File: src/rtl/byte2pix_rgb888_2lane.sv
// rtl/byte2pix_rgb888_2lane.sv - 2-lane byte stream to RGB888 pixel unpacker (optional BYTE2PIX_LEN_CHECK_EN)
module byte2pix_rgb888_2lane #(
    parameter logic [5:0] DT_RGB888 = 6'h24,
    parameter int         WC_W      = 16
) (
    input  logic            clk_byte,
    input  logic            reset_n,
    input  logic            lp_av_en,
    input  logic [5:0]      dt,
    input  logic [WC_W-1:0] wc,
    input  logic            payload_en,
    input  logic [15:0]     payload,
    output logic [23:0]     pix_data,
    output logic            pix_valid,
    output logic            line_done,
    output logic            err_len
);

    typedef enum logic {
        ST_IDLE,
        ST_ACTIVE
    } state_t;

    state_t          r_state;
    state_t          w_state_nxt;
    logic [1:0]      r_ph;
    logic [1:0]      w_ph_nxt;
    logic [WC_W-1:0] r_rem;
    logic [WC_W-1:0] w_rem_nxt;
    logic [7:0]      r_b0;
    logic [7:0]      r_b1;
    logic [7:0]      w_b0_nxt;
    logic [7:0]      w_b1_nxt;
    logic [23:0]     r_pix_data;
    logic            r_pix_valid;
    logic            r_line_done;
    logic            w_hdr_ok;
    logic            w_take;
    logic            w_two;
    logic            w_emit;
    logic            w_end;
    logic [23:0]     w_pix;

    // A header is accepted only for the RGB888 data type with a non-empty payload.
    assign w_hdr_ok = lp_av_en && (dt == DT_RGB888) && (wc != '0);
    // Header strobe has priority, so a payload word in the same cycle is dropped.
    assign w_take   = !lp_av_en && payload_en && (r_state == ST_ACTIVE);
    // Two bytes are consumed unless only one byte of the line remains.
    assign w_two    = |r_rem[WC_W-1:1];

    // Next-state, gearbox and pixel assembly.
    always_comb begin
        w_state_nxt = r_state;
        w_ph_nxt    = r_ph;
        w_rem_nxt   = r_rem;
        w_b0_nxt    = r_b0;
        w_b1_nxt    = r_b1;
        w_emit      = 1'b0;
        w_end       = 1'b0;
        w_pix       = '0;
        if (lp_av_en) begin
            w_ph_nxt = 2'd0;
            if (w_hdr_ok) begin
                w_state_nxt = ST_ACTIVE;
                w_rem_nxt   = wc;
            end else begin
                w_state_nxt = ST_IDLE;
                w_rem_nxt   = '0;
            end
        end else if (w_take) begin
            w_rem_nxt = r_rem - {{(WC_W-2){1'b0}}, w_two, !w_two};
            case (r_ph)
                2'd0: begin
                    w_b0_nxt = payload[7:0];
                    w_b1_nxt = payload[15:8];
                    w_ph_nxt = 2'd1;
                end
                2'd1: begin
                    w_emit   = 1'b1;
                    w_pix    = {payload[7:0], r_b1, r_b0};
                    w_b0_nxt = payload[15:8];
                    w_ph_nxt = 2'd2;
                end
                default: begin
                    w_emit   = w_two;
                    w_pix    = {payload[15:8], payload[7:0], r_b0};
                    w_ph_nxt = 2'd0;
                end
            endcase
            if (w_rem_nxt == '0) begin
                w_end       = 1'b1;
                w_state_nxt = ST_IDLE;
                w_ph_nxt    = 2'd0;
            end
        end
    end

    // FSM state, gearbox phase and remaining byte count.
    always_ff @(posedge clk_byte) begin
        if (!reset_n) begin
            r_state <= ST_IDLE;
            r_ph    <= 2'd0;
            r_rem   <= '0;
        end else begin
            r_state <= w_state_nxt;
            r_ph    <= w_ph_nxt;
            r_rem   <= w_rem_nxt;
        end
    end

    // Stored partial bytes and registered pixel/line outputs.
    always_ff @(posedge clk_byte) begin
        if (!reset_n) begin
            r_b0        <= '0;
            r_b1        <= '0;
            r_pix_data  <= '0;
            r_pix_valid <= 1'b0;
            r_line_done <= 1'b0;
        end else begin
            r_b0        <= w_b0_nxt;
            r_b1        <= w_b1_nxt;
            r_pix_valid <= w_emit;
            r_line_done <= w_end;
            if (w_emit) begin
                r_pix_data <= w_pix;
            end
        end
    end

    assign pix_data  = r_pix_data;
    assign pix_valid = r_pix_valid;
    assign line_done = r_line_done;

`ifdef BYTE2PIX_LEN_CHECK_EN
    logic w_leftover;
    logic r_err_len;

    // Bytes are left over unless the final word exactly completes a pixel.
    assign w_leftover = !(((r_ph == 2'd1) && !w_two) || ((r_ph == 2'd2) && w_two));

    // Sticky length error, raised alongside line_done of a line with leftover bytes.
    always_ff @(posedge clk_byte) begin
        if (!reset_n) begin
            r_err_len <= 1'b0;
        end else if (w_end && w_leftover) begin
            r_err_len <= 1'b1;
        end
    end

    assign err_len = r_err_len;
`else
    assign err_len = 1'b0;
`endif

endmodule

File: config.mk
export PLATFORM = sky130hd
export DESIGN_NAME = byte2pix_rgb888_2lane
export DESIGN_NICKNAME = d
export VERILOG_FILES = /design/src/rtl/byte2pix_rgb888_2lane.sv
export SDC_FILE = /design/constraint.sdc
export NUM_CORES = 1
export LEC_CHECK = 0
export ABC_AREA = 1
export CORE_MARGIN = 4
export CORE_UTILIZATION = 51
export CTS_CLUSTER_SIZE = 20
export DETAILED_ROUTE_END_ITERATION = 7
export GPL_TIMING_DRIVEN = 0
export PLACE_DENSITY = 0.81
export SYNTH_ARGS = -nofsm -noshare
export SYNTH_HDL_FRONTEND = slang
export SYNTH_SLANG_ARGS = --single-unit
File: constraint.sdc
create_clock -name clk_byte -period 3.25 [get_ports clk_byte]
set_clock_uncertainty 0.1 [all_clocks]
set_input_delay 0.4875 -clock clk_byte [delete_from_list [all_inputs] [get_ports clk_byte]]
set_output_delay 0.4875 -clock clk_byte [all_outputs]
set_load 0.05 [all_outputs]
== After elaboration in Yosys (flattened, before gate mapping) ==
Index checks and enable logic that the tools add are counted.

* Flip-flop bits (word level): 61
* Input bits: 42
* Output and inout port bits: 27
* Word-level logic and storage cells: 49

* Add/subtract/negate cells: 1
* Equal/unequal tests: 2
* Multiplexer cells: 17
* Bitwise gates (word level): 3
* Reductions and logical operators: 18

{| class="wikitable"
|+ Operators by type and width
! kind !! number
|-
| $mux 16 || 3
|-
| $mux 24 || 2
|-
| $pmux 24 s2 || 1
|-
| $logic_not 16->1 || 1
|-
| $pmux 8 s2 || 1
|-
| $reduce_bool 16->1 || 1
|-
| $sub 16x2->16 || 1
|-
| $reduce_or 15->1 || 1
|-
| $mux 1 || 7
|-
| $eq 6x6->1 const B || 1
|-
| $reduce_and 3->1 || 2
|-
| $reduce_bool 2->1 || 3
|-
| $logic_and 1x1->1 || 4
|-
| $pmux 2 s2 || 1
|-
| $not 1->1 || 3
|-
| $reduce_or 3->1 || 1
|-
| $eq 2x1->1 const B || 1
|-
| $logic_not 1->1 || 2
|-
| $logic_not 2->1 || 1
|-
| $mux 2 || 1
|-
| $pmux 1 s2 || 1
|-
| $reduce_and 2->1 || 1
|-
| $reduce_or 2->1 || 1
|}

== Logic depth before layout (Yosys ltp) ==
* Depth after elaboration: 7
* Depth in mapped cells: 19

== Worst setup path before layout ==
No wires, ideal clock.

* Path kind: flip-flop to flip-flop
* Start: register r_rem[9]
* End: register r_state
* Arrival: 2.246 ns
* Data required time: 3.031 ns
* Slack: 0.784 ns
* Stages on the path, launching flop included: 19
* Period minus slack after synthesis: 2.466 ns
* Cell sequence: dfxtp_1 nor2_1 nand2_1 nor2_4 nand4_4 inv_1 ha_1 fa_1 nand2_1 nor2_2 nand2_1 nand2_1 nand2_1 nor2_1 nand2_1 nor2_1 nand3_1 nand2_1 a21oi_1

* Word-level cells in the longest chain between the ends: 6

{| class="wikitable"
|+ RTL lines
! item !! line !! text
|-
| start, declared || 28 || <nowiki>logic [WC_W-1:0] r_rem;</nowiki>
|-
| start signal, assigned || 107 || <nowiki>r_rem <= w_rem_nxt;</nowiki>
|-
| $reduce_or 15->1 || 49 || <nowiki>assign w_two = |r_rem[WC_W-1:1];</nowiki>
|-
| $logic_not 1->1 || 71 || <nowiki>w_rem_nxt = r_rem - {{(WC_W-2){1'b0}}, w_two, !w_two};</nowiki>
|-
| $sub 16x2->16 * || 71 ||
|-
| $logic_not 16->1 * || 90 || <nowiki>if (w_rem_nxt == '0) begin</nowiki>
|-
| $reduce_bool 2->1 (no source line) * || -- ||
|-
| $reduce_and 2->1 (no source line) * || -- ||
|-
| end signal, assigned || 105 || <nowiki>r_state <= w_state_nxt;</nowiki>
|-
| end, declared || 24 || <nowiki>state_t r_state;</nowiki>
|}

Mark *: on every way between the ends. The rest lies on a longest branch, timed or not.
A chain may end at the register's enable or synchronous reset.

== Worst setup path in the final report ==
Same ends and word-level chain as after synthesis.

==> summary.md <==
| Metric | Value |
|---|---|
| Status | finished, final reports clean |
| Die width | approximately 86 um |
| Hold endpoint | pix_data[1] |
| Synth Flop Type | dfxtp_1 |
| Vias/cell | about 5.7 |
| PwrDens | between 400 and 500 nW/um^2 |
| Setup slack after layout | 0.300 ns |
| Initial DRT Pass Iterations | 6 |
| # hold bufs at CTS | 0 |
| Worst Tran Pin Value | a little over 0.6 ns |
| Reg clk slew, reported paths | approximately 0.08 ns |
| Number of global-route vias before repair | around 3.4k |
| Mapped Avg Cell Area | 6.82 sq um |
| Clk buf depth | 2 |
| Hold_sp | r_b0[1] |
| Overall routing resource usage | between 20% and 30% |
| CTS root buffer | clkbuf_8 |
| Worst path required time | roughly 3.4 ns |
| Hold path depth | 2 |
| Final ANT Viol Nets | 0 |
| Crit path top cell by count | nand2_1 |
| FP Rows | 28 |
| Crit path DAT | 3.09 ns |
| Final Cycle Share | ~90% |
| Slowest stage delay, CP | 0.37 ns |
| Htree depth | 3 |
| GPL Wtd Cong | 0.946 |
| Maximum VDD drop | around 400 uV |
| Die height | between 80 and 90 um |
| Critical Path Slowest Stage Cell | dfxtp_1 |
| Leak | approximately 1.7 nW |
| Area Growth Syn to Fin | 33.7% |
| FMAX | 0.339 GHz |
| Initial antenna violation count | 0 |
| NumNets Final | between 500 and 600 |
| Yosys reg bits | around 60 |
| R2R Path End | r_state |
| Layout cells sized above 1 | under 10% |
| Total Negative Setup Slacks | 0 ns |
| YS warnings | 0 |
| Post-synth EDFFs | 0 |
| Worst R2R Path Depth | 18 |
| Ports | just under 70 |
| First-pass GRT wire length | roughly 17000 um |
| Initial Utilization | 52.9% |
| Hold crit path type | reg -> reg |
| Seq/Total Area, Yosys | 39.0% |
| Final HPWL DP | about 7300 um |
| Commonest non-fill, non-tap cell in the layout | nand2_1 |
| CP max FO | 5 |
| Overall Power | between 2 and 2.5 mW |
| FFs w/ async S/R, synth | 0% |
| Largest net degree at the start of global routing | 13 |
| Pre-CTS setup slack | between 0.2 and 0.3 ns |
| Min Tclk post-route | a little under 3 ns |
| CTS sink count | 61 |
| N_diodes | 0 |
| RSZ-0062 raised after global routing | no |
| DR DRC count | 0 |
| IO buf count | 67 |
| Setup Crit Path Kind | reg -> reg |
| Count of pins over their slew limit | 0 |
| CP Launch Type | register |
| Routed wire length | between 10000 and 15000 um |
| Gr ovfl total | 0 |
| Die ar. | roughly 7500 sq um |
| Initial DRC count | between 400 and 500 |
| Via count of the routed design | around 3.5k |
| Post-Synthesis Cells | approximately 460 |
| Routed len/inst | between 15 and 20 um |
| Clk Latency, worst-skew pair | ~0.34 ns |
| R2r setup slk | 0.30 ns |
| Synthesized cell area | approximately 3100 sq um |
| Mapped Nets | about 500 |
| FF-to-FF Start | r_rem[9] |
| Commonest cells after routing, fill and taps aside | 111 x nand2_1, 67 x clkdlybuf4s50_1, 61 x dfxtp_1, 51 x nand3_1, 49 x nor2_1 |
| Max Cap Viol | 0 |
| Worst path cell trace | nor2_2 -> nand2_2 -> nor2_4 -> nand4_4 -> inv_1 -> ha_1 -> fa_2 -> nand2_1 -> nor2_4 -> nand2_1 -> nand2_1 -> nand2_1 -> nor2_1 -> nand2_1 -> nor2_1 -> nand3_1 -> nand2_1 -> a21oi_1 |
| Critical Path Sink Type | register |
| Core area | 5920 sq um |
| Final Hold Violating Endpoints | 0 |
| CTS tree | built |
| Slew HR | a little under 60% |
| Final Setup Violations | 0 |
| Distinct cells, synth | 35 |
| Num CTS Buffers | 9 |
-- sequential cells by signal, indices dropped and copies added, names as in the netlist --
name / cells
r_b0: 8
pix_valid: 1
r_rem: 16
line_done: 1
r_b1: 8
r_ph: 2
r_state: 1
pix_data: 24
-- worst max-delay path, delay by kind of cell (launching register included) --
family                   cells  cell delay [ns]
AND/OR/NAND/NOR             14             1.68
adder cells (fa/ha/maj)      2             0.48
flip-flops                   1             0.37
buffers and inverters        1             0.12
AO/OA/AOI/OAI                1             0.07
-- synth_stat cells, types with 2 or more instances --
library cell,instances,area share (%)
a21oi_1,16,2.6
a22oi_1,13,3.1
a31oi_1,13,2.6
buf_2,4,0.64
clkbuf_1,16,1.9
dfxtp_1,61,39
ha_1,2,0.80
inv_1,28,3.4
inv_2,7,0.84
nand2_1,112,13
nand3_1,51,8.2
nand3b_1,2,0.48
nand4_1,5,1.0
nor2_1,50,6.0
nor2_2,3,0.60
nor2_4,2,0.72
nor3_1,2,0.32
o211ai_1,2,0.48
o21ai_0,44,7.0
o21ai_1,11,1.8
-- through the flow --
stage / cells / instance area [sq um] / hold WS [ns] / utilization (%)
after floorplan: 459 / 3130 / 0.314 / -
after global placement: 601 / 3890 / 0.327 / 65.8
after detailed placement: 601 / 3890 / 0.333 / 65.8
after CTS: 617 / 4160 / 0.349 / 70.3
after global routing: 618 / 4180 / 0.367 / 70.6
final: 618 / 4180 / 0.348 / 70.6
-- timing repair --
item / 4_1_cts / 5_1_grt
resized for setup: 0 / 4
setup endpoints to repair: 0 / 3
hold endpoints to repair: 0 / 0
buffers inserted: 0 / 1
-- worst max path at each step --
stage             start      end  slack [ns]  cells past startpoint
6_report       r_rem[9]  r_state        0.30                     18
3_3_place_gp   r_rem[9]  r_state        0.27                     18
5_1_grt        r_rem[7]  r_state        0.02                     18
3_5_place_dp   r_rem[9]  r_state        0.26                     18
2_1_floorplan  r_rem[9]  r_state        0.78                     18
4_1_cts        r_rem[9]  r_state        0.22                     18
-- routing by layer --
layer / vias to the layer above / global-route usage, % / wire length, um
li1: 1707 / - / -
met1: 1620 / 42.1 / 4520
met2: 200 / 39.8 / 4250
met3: 20 / 8.75 / 1160
met4: 0 / 8.64 / 179
met5: - / 0 / 0
-- power by group --
group | internal (mW) | switching, mW | total, mW
registers | 0.767 | 0.0221 | 0.789
logic | 0.132 | 0.211 | 0.343
clock network | 0.591 | 0.332 | 0.923
total | 1.49 | 0.565 | 2.06
-- cell type report --
cell class | instances | area, sq um
Buffer | 22 | 98.8
Clock buffer | 9 | 124
Clock inverter | 7 | 145
Fill cell | 515 | 1740
Inverter | 35 | 131
Multi-Input combinational cell | 341 | 1690
Sequential cell | 61 | 1220
Tap cell | 75 | 93.8
Timing Repair Buffer | 68 | 678
-- logic make-up (layout without fill, tap and decap cells) --
logic type / after synthesis / after routing / synth area share, %
AND/OR/NAND/NOR: 234 / 234 / 33.2
AO/OA/AOI/OAI: 102 / 102 / 18.6
flip-flops: 61 / 61 / 39.0
buffers and inverters: 57 / 141 / 7.36
adder cells (fa/ha/maj): 3 / 3 / 1.44
other: 1 / 1 / 0.120
XOR/XNOR: 1 / 1 / 0.280
No activity file was read; power rests on OpenSTA's default activity.
